--- src/rtl/cla_pipe_adder.sv ---
// Pipelined carry-lookahead adder/subtractor: one BLOCK-bit lookahead group per stage, valid/ready with backpressure.
// Optional signed-overflow output enabled by defining CLA_PIPE_OVF_EN.
module cla_pipe_adder #(
  parameter int WIDTH = 32,
  parameter int BLOCK = 4
) (
  input  logic             clk,
  input  logic             rst,
  input  logic             in_valid,
  output logic             in_ready,
  input  logic [WIDTH-1:0] a,
  input  logic [WIDTH-1:0] b,
  input  logic             cin,
  input  logic             sub,
  output logic             out_valid,
  input  logic             out_ready,
  output logic [WIDTH-1:0] sum,
  output logic             cout
`ifdef CLA_PIPE_OVF_EN
  , output logic           ovf
`endif
);

  localparam int NBLK = WIDTH / BLOCK;

  typedef struct packed {
    logic [BLOCK:0]   c;
    logic [BLOCK-1:0] s;
  } grp_t;

  // Each carry is a flat sum-of-products over the group's g/p terms and the group carry-in.
  function automatic grp_t cla_group(input logic [BLOCK-1:0] x, input logic [BLOCK-1:0] y,
                                     input logic ci);
    grp_t             r;
    logic [BLOCK-1:0] g;
    logic [BLOCK-1:0] p;
    logic             acc;
    logic             t;
    g      = x & y;
    p      = x | y;
    r.c    = '0;
    r.c[0] = ci;
    for (int unsigned i = 0; i < BLOCK; i++) begin
      acc = ci;
      for (int unsigned j = 0; j <= i; j++) acc = acc & p[j];
      for (int unsigned j = 0; j <= i; j++) begin
        t = g[j];
        for (int unsigned m = j + 1; m <= i; m++) t = t & p[m];
        acc = acc | t;
      end
      r.c[i+1] = acc;
    end
    r.s = x ^ y ^ r.c[BLOCK-1:0];
    return r;
  endfunction

  logic [WIDTH-1:0] s_a   [NBLK];
  logic [WIDTH-1:0] s_b   [NBLK];
  logic [WIDTH-1:0] s_sum [NBLK];
  logic             s_c   [NBLK];
  logic             s_v   [NBLK];

  logic [WIDTH-1:0] n_a   [NBLK];
  logic [WIDTH-1:0] n_b   [NBLK];
  logic [WIDTH-1:0] n_sum [NBLK];
  logic             n_c   [NBLK];
  logic             n_v   [NBLK];

  logic [WIDTH-1:0] b_eff;
  logic             c0;
  logic             advance;
  logic [WIDTH-1:0] opa;
  logic [WIDTH-1:0] opb;
  logic [WIDTH-1:0] psum;
  logic             pc;
  grp_t             grp;
`ifdef CLA_PIPE_OVF_EN
  logic             n_ovf;
  logic             ovf_q;
`endif

  assign b_eff    = b ^ {WIDTH{sub}};
  assign c0       = cin ^ sub;
  assign advance  = !s_v[NBLK-1] || out_ready;
  assign in_ready = advance;

  // Stage k consumes slice k of the operands carried along from stage k-1.
  always_comb begin
    opa  = '0;
    opb  = '0;
    psum = '0;
    pc   = 1'b0;
    grp  = '0;
`ifdef CLA_PIPE_OVF_EN
    n_ovf = 1'b0;
`endif
    for (int unsigned k = 0; k < NBLK; k++) begin
      if (k == 0) begin
        opa    = a;
        opb    = b_eff;
        psum   = '0;
        pc     = c0;
        n_v[k] = in_valid;
      end else begin
        opa    = s_a[k-1];
        opb    = s_b[k-1];
        psum   = s_sum[k-1];
        pc     = s_c[k-1];
        n_v[k] = s_v[k-1];
      end
      grp = cla_group(opa[k*BLOCK +: BLOCK], opb[k*BLOCK +: BLOCK], pc);
      n_a[k]   = opa;
      n_b[k]   = opb;
      n_sum[k] = psum;
      n_sum[k][k*BLOCK +: BLOCK] = grp.s;
      n_c[k]   = grp.c[BLOCK];
`ifdef CLA_PIPE_OVF_EN
      if (k == NBLK - 1) n_ovf = grp.c[BLOCK-1] ^ grp.c[BLOCK];
`endif
    end
  end

  always_ff @(posedge clk) begin
    if (rst) begin
      for (int unsigned k = 0; k < NBLK; k++) begin
        s_a[k]   <= '0;
        s_b[k]   <= '0;
        s_sum[k] <= '0;
        s_c[k]   <= 1'b0;
        s_v[k]   <= 1'b0;
      end
`ifdef CLA_PIPE_OVF_EN
      ovf_q <= 1'b0;
`endif
    end else if (advance) begin
      for (int unsigned k = 0; k < NBLK; k++) begin
        s_a[k]   <= n_a[k];
        s_b[k]   <= n_b[k];
        s_sum[k] <= n_sum[k];
        s_c[k]   <= n_c[k];
        s_v[k]   <= n_v[k];
      end
`ifdef CLA_PIPE_OVF_EN
      ovf_q <= n_ovf;
`endif
    end
  end

  assign out_valid = s_v[NBLK-1];
  assign sum       = s_sum[NBLK-1];
  assign cout      = s_c[NBLK-1];
`ifdef CLA_PIPE_OVF_EN
  assign ovf       = ovf_q;
`endif

endmodule
--- config.mk ---
export PLATFORM = sky130hd
export DESIGN_NAME = cla_pipe_adder
export DESIGN_NICKNAME = d
export VERILOG_FILES = /design/src/rtl/cla_pipe_adder.sv
export SDC_FILE = /design/constraint.sdc
export NUM_CORES = 1
export LEC_CHECK = 0
export ABC_CLOCK_PERIOD_IN_PS = 16490
export CAP_MARGIN = 5
export CORE_MARGIN = 4
export CORE_UTILIZATION = 50
export CTS_CLUSTER_DIAMETER = 30
export DETAILED_ROUTE_END_ITERATION = 12
export HOLD_SLACK_MARGIN = 0.02
export PLACE_DENSITY_LB_ADDON = 0.1
export SYNTH_ARGS = -nofsm -noshare
export SYNTH_HDL_FRONTEND = slang
export SYNTH_SLANG_ARGS = --single-unit
export TNS_END_PERCENT = 30
--- constraint.sdc ---
create_clock -name clk -period 16.49 [get_ports clk]
set_input_delay 1.649 -clock clk [delete_from_list [all_inputs] [get_ports clk]]
set_output_delay 1.649 -clock clk [all_outputs]
set_load 0.1 [all_outputs]
# --- Word level (Yosys, flattened, before mapping) ---
# Memories as Yosys holds them, arrays and structs flattened.
# Cells that the tools add are included.
word_totals:
  regBits: 0
  in_bits: 70
  mem_count: 5
  latch_bits: 0
  ram_bits: 784
  mem_bits_ro: 0
op_classes:
  bitwise: 234
  n_addsub: 0
  mux: 45
  n_reduce_logical: 2
  div: 0
  eq_ne: 0
  shift: 0
  mul: 0
  magnitude_cmp: 0
mem_list:
  columns: ["name", "depth", "word_bits", "read_ports", "rd_clocked_by_memory_dff", "write_ports", "line", "source"]
  rows:
  - ["s_a", 8, 32, 7, 0, 8, "57", "logic [WIDTH-1:0] s_a [NBLK];"]
  - ["s_b", 8, 32, 7, 0, 8, "58", "logic [WIDTH-1:0] s_b [NBLK];"]
  - ["s_sum", 8, 32, 8, 0, 8, "59", "logic [WIDTH-1:0] s_sum [NBLK];"]
  - ["s_c", 8, 1, 8, 0, 8, "60", "logic s_c [NBLK];"]
  - ["s_v", 8, 1, 8, 0, 8, "61", "logic s_v [NBLK];"]
ops:
  columns: ["op", "count"]
  rows:
  - ["32-bit two-way mux", 24]
  - ["1-bit OR", 120]
  - ["1-bit bitwise AND", 80]
  - ["4-bit XOR", 16]
  - ["4-bit bitwise AND", 8]
  - ["4-bit OR", 8]
  - ["32-bit XOR", 1]
  - ["1-bit two-way mux", 21]
  - ["1-bit zero test", 1]
  - ["1-bit logical OR", 1]
  - ["1-bit XOR", 1]

# --- Longest topological paths before layout ---
depth:
  ltp_word: 11
  mapped_depth: 8
  mapped_depth_nobuf: 7

# --- Worst setup path before layout ---
# Ideal clock, no wire load.
synth_timing:
  kind: "input-to-reg"
  start: "in out_ready"
  end: "mem s_a[0][10] (enable)"
  setup_time_ps: 778
  arrival_ps: 10879
  cell_stages: 2
  n_path_buf: 0
  t_required_ps: 15712
  setup_slack_ps: 4833
  path_cell_list: "nand2b_1 -> or2_1"
synth_rtl:
  columns: ["item", "line", "source"]
  rows:
  - ["start: declaration", "16", "input logic out_ready,"]
  - ["end: declaration", "57", null]

==> out/results.txt <==
Initial DRC count - 483
Sequential share of power - 41.0%
Boundary Pins - 105
Share of cells above drive strength 1 - 10.1%
CP Capture Type - register
Layout Skew - 0.0108 ns
Combinational share of power - 3.0%
Asr flop ratio synth - 0%
Worst-Skew Late Latency - 0.53 ns
Initial antenna violation count - 0
Pint - 2.20 mW
Final net count - 1368
Sw Ratio - 18.8%
Worst path slowest cell - buf_4
Crit path buffers/inverters - 5
DR WL/cell - 12.5 µm
# rows - 65
CP Data Arrival Time - 6.11 ns
Gpl congestion - 0.740
Synth warn - 0
Die area - 35200 µm²
Pwr dens - 135 nW/µm²
Top cell type's share of synthesized area - 71.4%
Synth Instances - 1086
Clock root buffer - clkbuf_16
Final WL - 21.1 mm
Clock share of power - 56.0%
Max_cap viols - 0
Run status - complete, no violations
Main area contributors after synthesis - edfxtp_1 (71%), and2_1 (10%), ha_1 (5.0%)
Worst flop-to-flop path startpoint - s_v[1][3]
Multi-input logic area - 4090 µm²
Worst IR drop on VDD - 0.0855 mV
Vias - 7712
Number of global-route vias before repair - 7717
Total track usage - 12.2%
Clock tree from TritonCTS - yes
Crit-path max cell delay - 1.02 ns
Setup crit start - rst
Vias per inst - 4.58
Number of gates resized after cts - 0
Slew of the pin with the lowest slew margin - 1.15 ns
Worst Path Required - 16.64 ns
Clock sink total - 384
Hold path cells - 1
Global-route wire length before repair - 36.2 mm
Slew Viols, Final - 0
Period minus WS final - 5.96 ns
Crit Path Class - in -> reg
# fillers - 2358
Hold buffer count at cts - 0
DP HPWL - 11.5 mm
Crit-path max FO - 97
Crit-path cells - buf_2 > buf_4 > or2_4 > buf_4 > buf_4 > buf_4
HP Class - reg -> reg
Reg-to-reg endpoint - s_b[2][21]
Unique cell type count in the Yosys netlist - 30
DP Area - 17500 µm²
Core footprint - 31700 µm²
Reg area - 11500 µm²
Syn Nets - 1228
Setup TNS - 0 ns
PortBufs - 104
Clock slew at reported path FFs - 0.05 ns
Worst Hold End - s_a[1][8]
DRT Pass-1 Iters - 4
Initial Utilization - 50.9%
Yosys top cell by area - edfxtp_1
Largest net degree at the start of global routing - 142
RSZ-0062 raised after global routing - no
Hold Fails Final Rpt - 0
Avg Inst Size Synth - 14.9 µm²
Worst R2R Setup Slack - 11.85 ns
Maximum level of the CTS H-tree - 3
Net Switching - 510 µW
Die Span Y - 188 µm
Critical Path Most Common Cell - buf_4
Startpoint types - primary input
Longest Clk Path Bufs - 3
Most frequent cells in the layout - edfxtp_1 (384), and2_1 (259), clkdlybuf4s50_1 (102)
Post-layout instance area - 20100 µm²
Cell family with most CP delay - buffers and inverters
Cells on worst reg2reg path - 5
Leak pwr - 8.36 nW
Width of the die - 188 µm
Diodes inserted - 0
Setup bufs post-CTS - 0
Post-synth EDFFs - 384
Tcrit/Tclk final - 36.2%
Final ANT Viol Nets - 0
Hold_sp - s_a[0][8]
DRC violations left - 0
Rel. slew slack - 23.3%
Endpoints failing setup - 0
Grt total ovfl - 0
Cell area after synthesis - 16200 µm²
Sequential share of the synthesized area - 71.4%
Synthesized flop and latch total - 384
Fmax - 0.168 GHz
Num CTS Buffers - 73
P&R area growth vs syn - 24.4%
Most common cell after layout, fill and taps aside - edfxtp_1
Post-synth top flop - edfxtp_1
-- cell usage after synthesis (8+ instances only) --
cell type and count:
a21oi_1 24, nor2b_1 64, nor3_1 18, and2_1 259, xnor2_1 37, inv_1 77
nand2b_1 10, edfxtp_1 384, nor2_1 40, ha_1 64, fa_1 8, clkbuf_1 9
o21a_1 14, buf_2 33
-- worst max-delay path by stage --
stage | cells past startpoint | slack [ns] | endpoint
6_report | 6 | 10.53 | s_b[2][21]
3_5_place_dp | 6 | 9.80 | s_a[0][31]
3_3_place_gp | 6 | 9.88 | s_a[0][31]
2_1_floorplan | 2 | 4.83 | s_a[0][10]
5_1_grt | 6 | 9.98 | s_b[0][30]
4_1_cts | 6 | 10.37 | s_a[2][16]
-- per-stage QoR --
| step | hold WS (ns) | util (%) | power, mW | cells | worst slack (ns) |
|---|---|---|---|---|---|
| after floorplan | 0.497 | - | 1.18 | 1086 | 4.83 |
| after global placement | 0.500 | 55.3 | 1.21 | 1553 | 9.88 |
| after detailed placement | 0.501 | 55.3 | 1.21 | 1553 | 9.80 |
| after CTS | 0.504 | 63.4 | 2.75 | 1685 | 10.37 |
| after global routing | 0.515 | 63.4 | 2.81 | 1685 | 9.98 |
| final | 0.506 | 63.4 | 2.71 | 1685 | 10.53 |
-- flip-flops by register name, summed over array words and instances, names as in the netlist --
name,count
s_sum,144
s_v,8
s_a,112
s_c,8
s_b,112
-- logic make-up (layout without fill, tap and decap cells) --
group | count (synthesis) | in the layout | synth area share (%)
multiplexers | 1 | 1 | 0.0620
buffers and inverters | 131 | 328 | 3.37
AND/OR/NAND/NOR | 399 | 399 | 14.6
XOR/XNOR | 42 | 42 | 2.28
adder cells (fa/ha/maj) | 72 | 72 | 5.95
flip-flops | 384 | 384 | 71.4
AO/OA/AOI/OAI | 57 | 57 | 2.34
-- power by group through the flow --
stage	clock, mW	combinational, mW	sequential (mW)
floorplan	0	0.0524	1.13
global placement	0	0.0811	1.13
detailed placement	0	0.0832	1.13
CTS	1.55	0.0835	1.11
global route	1.61	0.0927	1.11
finish	1.52	0.0815	1.11
-- area by class of cell --
type | count | area share [%]
well taps | 402 | 2.50
inverters | 84 | 1.57
clock inverters | 49 | 3.19
repair buffers | 112 | 5.43
multi-input cells | 571 | 20.4
flip-flops and latches | 384 | 57.4
clock buffers | 83 | 9.59
-- layer usage --
layer	GRT usage, %	up-vias	part of all wire, %
met4	5.70	0	2.5
met3	3.37	49	5.9
met2	18.3	173	44
met1	16.8	3503	48
li1	-	3987	-
met5	0	-	0
-- worst reg2reg max path: stages (launching register included) --
cell      delay (ns)
edfxtp_1        0.38
nand2b_1        0.15
or2_4           0.81
buf_4           0.88
buf_4           0.95
buf_4           1.03
Power figures use the tool's default switching activity.
